==> src/rtl/kronos_counter_ctrl_if.sv <==
// CSR read/write port of the machine counter bank.
// The CSR unit drives the request side; the counter controller answers with ack/err/data.
interface kronos_counter_ctrl_if;
  logic        csr_req;
  logic        csr_we;
  logic [2:0]  csr_sel;
  logic        csr_hi;
  logic [31:0] csr_wr_data;
  logic [31:0] csr_rd_data;
  logic        csr_ack;
  logic        csr_err;

  modport master (
    output csr_req, csr_we, csr_sel, csr_hi, csr_wr_data,
    input  csr_rd_data, csr_ack, csr_err
  );

  modport slave (
    input  csr_req, csr_we, csr_sel, csr_hi, csr_wr_data,
    output csr_rd_data, csr_ack, csr_err
  );
endinterface

==> src/rtl/kronos_counter_ctrl.sv <==
// Machine counter bank: split 32-bit halves with a one-cycle staggered carry.
// Reads fold the pending carry in; CSR writes take priority over event increments.
module kronos_counter_ctrl #(
  parameter int NUM_CNT = 2
) (
  input  logic                 clk,
  input  logic                 rst,
  input  logic [NUM_CNT-1:0]   cnt_incr,
  input  logic [NUM_CNT-1:0]   cnt_inhibit,
  kronos_counter_ctrl_if.slave csr_if,
  output logic [NUM_CNT-1:0]   cnt_ovf
);

  typedef enum logic {IDLE, ACK} state_e;

  state_e                    state_q, state_d;
  logic [NUM_CNT-1:0][31:0]  low_q, low_d;
  logic [NUM_CNT-1:0][31:0]  high_q, high_d;
  logic [NUM_CNT-1:0]        carry_q, carry_d;
  logic [NUM_CNT-1:0]        ovf_q, ovf_d;
  logic [31:0]               rd_data_q, rd_data_d;
  logic                      err_q, err_d;
  logic                      acc;
  logic                      sel_ok;
  logic [31:0]               rd_mux;

  // Only IDLE samples a request, so accesses are spaced at least two cycles apart.
  always_comb begin
    state_d = state_q;
    acc     = 1'b0;
    case (state_q)
      IDLE: if (csr_if.csr_req) begin
        acc     = 1'b1;
        state_d = ACK;
      end
      ACK:     state_d = IDLE;
      default: state_d = IDLE;
    endcase
  end

  assign sel_ok = int'({29'd0, csr_if.csr_sel}) < NUM_CNT;

  // High-half reads include the not-yet-applied carry so software sees a coherent value.
  always_comb begin
    rd_mux = 32'd0;
    for (int i = 0; i < NUM_CNT; i++) begin
      if (csr_if.csr_sel == i[2:0])
        rd_mux = csr_if.csr_hi ? high_q[i] + {31'd0, carry_q[i]} : low_q[i];
    end
  end

  always_comb begin
    rd_data_d = rd_data_q;
    if (acc && !csr_if.csr_we) rd_data_d = rd_mux;
    err_d = acc && !sel_ok;
  end

  always_comb begin
    low_d   = low_q;
    high_d  = high_q;
    carry_d = '0;
    ovf_d   = '0;
    for (int i = 0; i < NUM_CNT; i++) begin
      if (acc && csr_if.csr_we && !csr_if.csr_hi && csr_if.csr_sel == i[2:0]) begin
        low_d[i] = csr_if.csr_wr_data;
      end else if (cnt_incr[i] && !cnt_inhibit[i]) begin
        low_d[i]   = low_q[i] + 32'd1;
        carry_d[i] = &low_q[i];
      end
      // A high-half write overrides a pending carry, including its overflow pulse.
      if (acc && csr_if.csr_we && csr_if.csr_hi && csr_if.csr_sel == i[2:0]) begin
        high_d[i] = csr_if.csr_wr_data;
      end else if (carry_q[i]) begin
        high_d[i] = high_q[i] + 32'd1;
        ovf_d[i]  = &high_q[i];
      end
    end
  end

  always_ff @(posedge clk or posedge rst) begin
    if (rst) begin
      state_q   <= IDLE;
      low_q     <= '0;
      high_q    <= '0;
      carry_q   <= '0;
      ovf_q     <= '0;
      rd_data_q <= 32'd0;
      err_q     <= 1'b0;
    end else begin
      state_q   <= state_d;
      low_q     <= low_d;
      high_q    <= high_d;
      carry_q   <= carry_d;
      ovf_q     <= ovf_d;
      rd_data_q <= rd_data_d;
      err_q     <= err_d;
    end
  end

  assign csr_if.csr_ack     = (state_q == ACK);
  assign csr_if.csr_err     = err_q;
  assign csr_if.csr_rd_data = rd_data_q;
  assign cnt_ovf            = ovf_q;

endmodule

==> src/flat_wrapper.sv <==
// flat-port wrapper written by rule: the top's interface ports become plain ports
module kronos_counter_ctrl_flat 
#(
  parameter int NUM_CNT = 2
)
  (clk, rst, cnt_incr, cnt_inhibit, cnt_ovf, csr_if_csr_req, csr_if_csr_we, csr_if_csr_sel, csr_if_csr_hi, csr_if_csr_wr_data, csr_if_csr_rd_data, csr_if_csr_ack, csr_if_csr_err);
  kronos_counter_ctrl_if csr_if_i ();
  input  logic clk;
  input  logic rst;
  input  logic [NUM_CNT-1:0] cnt_incr;
  input  logic [NUM_CNT-1:0] cnt_inhibit;
  output logic [NUM_CNT-1:0] cnt_ovf;
  input wire logic [$bits(csr_if_i.csr_req)-1:0] csr_if_csr_req;
  input wire logic [$bits(csr_if_i.csr_we)-1:0] csr_if_csr_we;
  input wire logic [$bits(csr_if_i.csr_sel)-1:0] csr_if_csr_sel;
  input wire logic [$bits(csr_if_i.csr_hi)-1:0] csr_if_csr_hi;
  input wire logic [$bits(csr_if_i.csr_wr_data)-1:0] csr_if_csr_wr_data;
  output wire logic [$bits(csr_if_i.csr_rd_data)-1:0] csr_if_csr_rd_data;
  output wire logic [$bits(csr_if_i.csr_ack)-1:0] csr_if_csr_ack;
  output wire logic [$bits(csr_if_i.csr_err)-1:0] csr_if_csr_err;
  assign csr_if_i.csr_req = csr_if_csr_req;
  assign csr_if_i.csr_we = csr_if_csr_we;
  assign csr_if_i.csr_sel = csr_if_csr_sel;
  assign csr_if_i.csr_hi = csr_if_csr_hi;
  assign csr_if_i.csr_wr_data = csr_if_csr_wr_data;
  assign csr_if_csr_rd_data = csr_if_i.csr_rd_data;
  assign csr_if_csr_ack = csr_if_i.csr_ack;
  assign csr_if_csr_err = csr_if_i.csr_err;
  kronos_counter_ctrl #(.NUM_CNT(NUM_CNT)) u_core (.clk(clk), .rst(rst), .cnt_incr(cnt_incr), .cnt_inhibit(cnt_inhibit), .csr_if(csr_if_i), .cnt_ovf(cnt_ovf));
endmodule
==> config.mk <==
export PLATFORM = sky130hd
export DESIGN_NAME = kronos_counter_ctrl_flat
export DESIGN_NICKNAME = d
export VERILOG_FILES = /design/src/rtl/kronos_counter_ctrl_if.sv /design/src/rtl/kronos_counter_ctrl.sv /design/src/flat_wrapper.sv
export SDC_FILE = /design/constraint.sdc
export NUM_CORES = 1
export LEC_CHECK = 0
export BUFFER_PORTS_ARGS = -buffer_cell sky130_fd_sc_hd__buf_2
export CAP_MARGIN = 20
export CORE_ASPECT_RATIO = 1.5
export CORE_UTILIZATION = 55
export CTS_BUF_LIST = sky130_fd_sc_hd__clkbuf_4
export DETAILED_ROUTE_END_ITERATION = 12
export PLACE_DENSITY = 0.82
export SKIP_CTS_REPAIR_TIMING = 1
export SLEW_MARGIN = 20
export SYNTH_ARGS = -nofsm -noshare
export SYNTH_HDL_FRONTEND = slang
export SYNTH_SLANG_ARGS = --single-unit
==> constraint.sdc <==
create_clock -name clk -period 5.6 [get_ports clk]
set_input_delay 1.12 -clock clk [delete_from_list [all_inputs] [get_ports clk]]
set_output_delay 1.12 -clock clk [all_outputs]
set_load 0.005 [all_outputs]
==> impl_metrics.ini <==
[routing]
drtPass1Iterations = 6
drtAntennaViolNets = 0
wire_per_inst_um = 20.36
drt_iter0_drc = 1000
drc_errors = 0
vias_per_cell = 6.240
num_vias = 9441
drt-total-wl_mm = 30.81

[synth]
synthFlopType = dfrtp_1
syn_area_per_cell_um2 = 8.407
ys_ff_latch = 166
yosysSeqAreaShare_pct = 40.40
ys_async_sr_fraction_pct = 100.0
ys_types = 56
synth_nets = 1275
synth_warnings = 0
syn_area_um2 = 10280
synth_cells = 1223
synth_edf_count = 0

[die]
die_h_um = 169.5
num_io_pins = 80
fp.dieW_um = 113.6
rows = 60
core_area_um2 = 18090
dieArea_um2 = 19260
start_util_pct = 56.83

[worst_setup_path]
cp.arrival_ns = 3.48
cp-start-kind = flip-flop
crit_fanout = 8
required_ns = 6.11
reg2reg_depth = 8
worstSetupPathType = flip-flop to flip-flop
crit_path_end_kind = flip-flop

[min_path]
hold_path_depth = 1
hold_path_class = flip-flop to flip-flop

[sta]
layout_setup_ws_ns = 2.636
hold_viol = 0
slew_headroom_pct = 29.14
clock.fmax_ghz = 0.3374
rsz0062_at_grt = false
worst_slew_pin_slew_ns = 1.057
finalSetupViolations = 0
tns_ns = 0
period_share_pct = 52.93
fin_crit_ns = 2.964
final.setup_skew_ns = 0.02455
slew_viol_final = 0

[pwr]
power_density_nw_per_um2 = 315.8
p_leak_nw = 4.432
ir_drop_mv = 0.1494

[clock_network]
cts_root_buf = clkbuf_4
path_clk_slew_ns = 0.15
insertion_delay_ns = 0.61
cts_buffers = 17
clockBufferDepth = 2
tritoncts = done
htree_levels = 4
cts.sinks = 166

[placement]
place_area_um2 = 10760
place_congestion = 0.9693
pre_cts_ws_ns = 2.025
dp_hpwl_mm = 22.60
dpl.cell_count = 1479
portBuffers = 79

[layout]
fin_nets = 1303
drive_gt1_share_pct = 11.47
fin_area_um2 = 11090
syn2layout_area_growth_pct = 7.824
post-route-util_pct = 61.28
layout.cells.non_filler = 1513

[global_route]
grt_pass1_vias = 8937
overflow = 0
grt_usage_pct = 33.15
antenna_found_initial = 1
grt_pass1_wl_mm = 47.68
grt_max_degree = 167

[run_status]
status = completed

[flow_run]
cap_violations = 0
==> final cells by class <==
| class | count | area [µm²] |
|---|---|---|
| diodes | 1 | 2.502 |
| clock buffers | 17 | 127.6 |
| clock inverters | 15 | 168.9 |
| fillers | 1590 | 7005 |
| inverters | 15 | 60.06 |
| multi-input cells | 964 | 5783 |
| flip-flops and latches | 166 | 4154 |
| well taps | 248 | 310.3 |
| repair buffers | 87 | 480.5 |
==> critical path, cell delays in order, from the launching register on <==
cell,delay (ns)
dfrtp_1,0.55
ha_1,0.28
ha_1,0.27
inv_1,0.10
nor4_2,0.78
nand3_1,0.19
xnor2_1,0.34
a221oi_1,0.15
a211oi_1,0.21
==> cell usage after synthesis, types with 16 or more instances <==
master / number / area share [%]
nand4_1: 57 / 3.5
nand2_1: 97 / 3.5
and3_1: 21 / 1.3
clkbuf_1: 59 / 2.2
o21ai_0: 17 / 0.83
nor3_1: 26 / 1.3
xor2_1: 94 / 8.0
nor2_1: 205 / 7.5
nand3_1: 59 / 2.9
a221oi_1: 16 / 1.4
dfrtp_1: 166 / 40
a21oi_1: 151 / 7.3
xnor2_1: 90 / 7.7
==> power by group <==
| group | internal, mW | switching [mW] |
|---|---|---|
| clock | 0.276 | 0.476 |
| sequential | 1.45 | 0.380 |
| combinational | 0.416 | 0.506 |
==> routing by layer <==
metal,share of wire [%],track usage [%],vias up,wire length [µm]
li1,-,-,4318,-
met1,36,37.59,4471,11100
met2,48,55.46,504,14940
met3,6.3,4.500,148,1926
met4,9.2,27.12,0,2838
met5,0,0,-,0
==> stage by stage <==
stage / hold slack, ns / total power, mW
global placement: 0.4559 / 2.699
finish: 0.4856 / 3.501
detailed placement: 0.4613 / 2.735
floorplan: 0.4615 / 2.415
global route: 0.5250 / 3.679
CTS: 0.4906 / 3.482
==> registers in the layout (all words and copies together), names as in the netlist <==
register                   cells
u_core.csr_if.csr_err          1
u_core.high_q                 64
u_core.csr_if.csr_rd_data     32
u_core.carry_q                 2
u_core.csr_if.csr_ack          1
u_core.low_q                  64
u_core.cnt_ovf                 2
==> path summary, 6_finish.rpt <==
| path | endpoint | slack (ns) | start |
|---|---|---|---|
| min in group asynchronous | u_core.high_q[7]$_DFFE_PP0P_ | 0.74 | rst |
| max reg2reg | u_core.csr_if.csr_rd_data[14]$_DFFE_PP0P_ | 2.64 | u_core.carry_q[1]$_DFF_PP0_ |
| min reg2reg | u_core.csr_if.csr_rd_data[0]$_DFFE_PP0P_ | 0.49 | u_core.csr_if.csr_rd_data[0]$_DFFE_PP0P_ |
| min | u_core.csr_if.csr_rd_data[0]$_DFFE_PP0P_ | 0.49 | u_core.csr_if.csr_rd_data[0]$_DFFE_PP0P_ |
| max in group asynchronous | u_core.high_q[57]$_DFFE_PP0P_ | 4.19 | rst |
| max | u_core.csr_if.csr_rd_data[14]$_DFFE_PP0P_ | 2.64 | u_core.carry_q[1]$_DFF_PP0_ |
==> cells by family (layout without fill, tap and decap cells) <==
group	after synthesis	count (layout)	synth area share, %
and+or+nand+nor	530	530	25.18
muxes	6	6	0.5841
xor gates and xnor gates	184	184	15.67
buffers and inverters	93	134	3.650
other	0	1	0
adders and majority gates	8	8	0.9735
DFF	166	166	40.40
AOI/OAI and AO/OA	236	236	13.54
==> cells in the final DEF (no fill, tap or decap), types with 4 or more instances in the layout <==
| master | synthesis | routed |
|---|---|---|
| a211o_1 | 10 | 10 |
| a211oi_1 | 7 | 7 |
| a21oi_1 | 151 | 151 |
| a221oi_1 | 16 | 16 |
| a22oi_1 | 6 | 6 |
| and2_1 | 8 | 8 |
| and3_1 | 21 | 21 |
| and4_1 | 15 | 15 |
| buf_2 | 13 | 79 |
| buf_4 | 2 | 6 |
| clkbuf_4 | 0 | 17 |
| dfrtp_1 | 166 | 166 |
| ha_1 | 8 | 8 |
| inv_1 | 15 | 14 |
| inv_6 | 0 | 4 |
| mux2i_1 | 6 | 6 |
| nand2_1 | 97 | 94 |
| nand3_1 | 59 | 58 |
| nand4_1 | 57 | 57 |
| nor2_1 | 205 | 205 |
| nor2b_1 | 9 | 8 |
| nor3_1 | 26 | 25 |
| nor4_2 | 5 | 5 |
| o211ai_1 | 5 | 5 |
| o21ai_0 | 17 | 17 |
| o22a_1 | 6 | 6 |
| or2_2 | 5 | 5 |
| xnor2_1 | 90 | 90 |
| xor2_1 | 94 | 94 |
No activity file was read; power rests on OpenSTA's default activity.
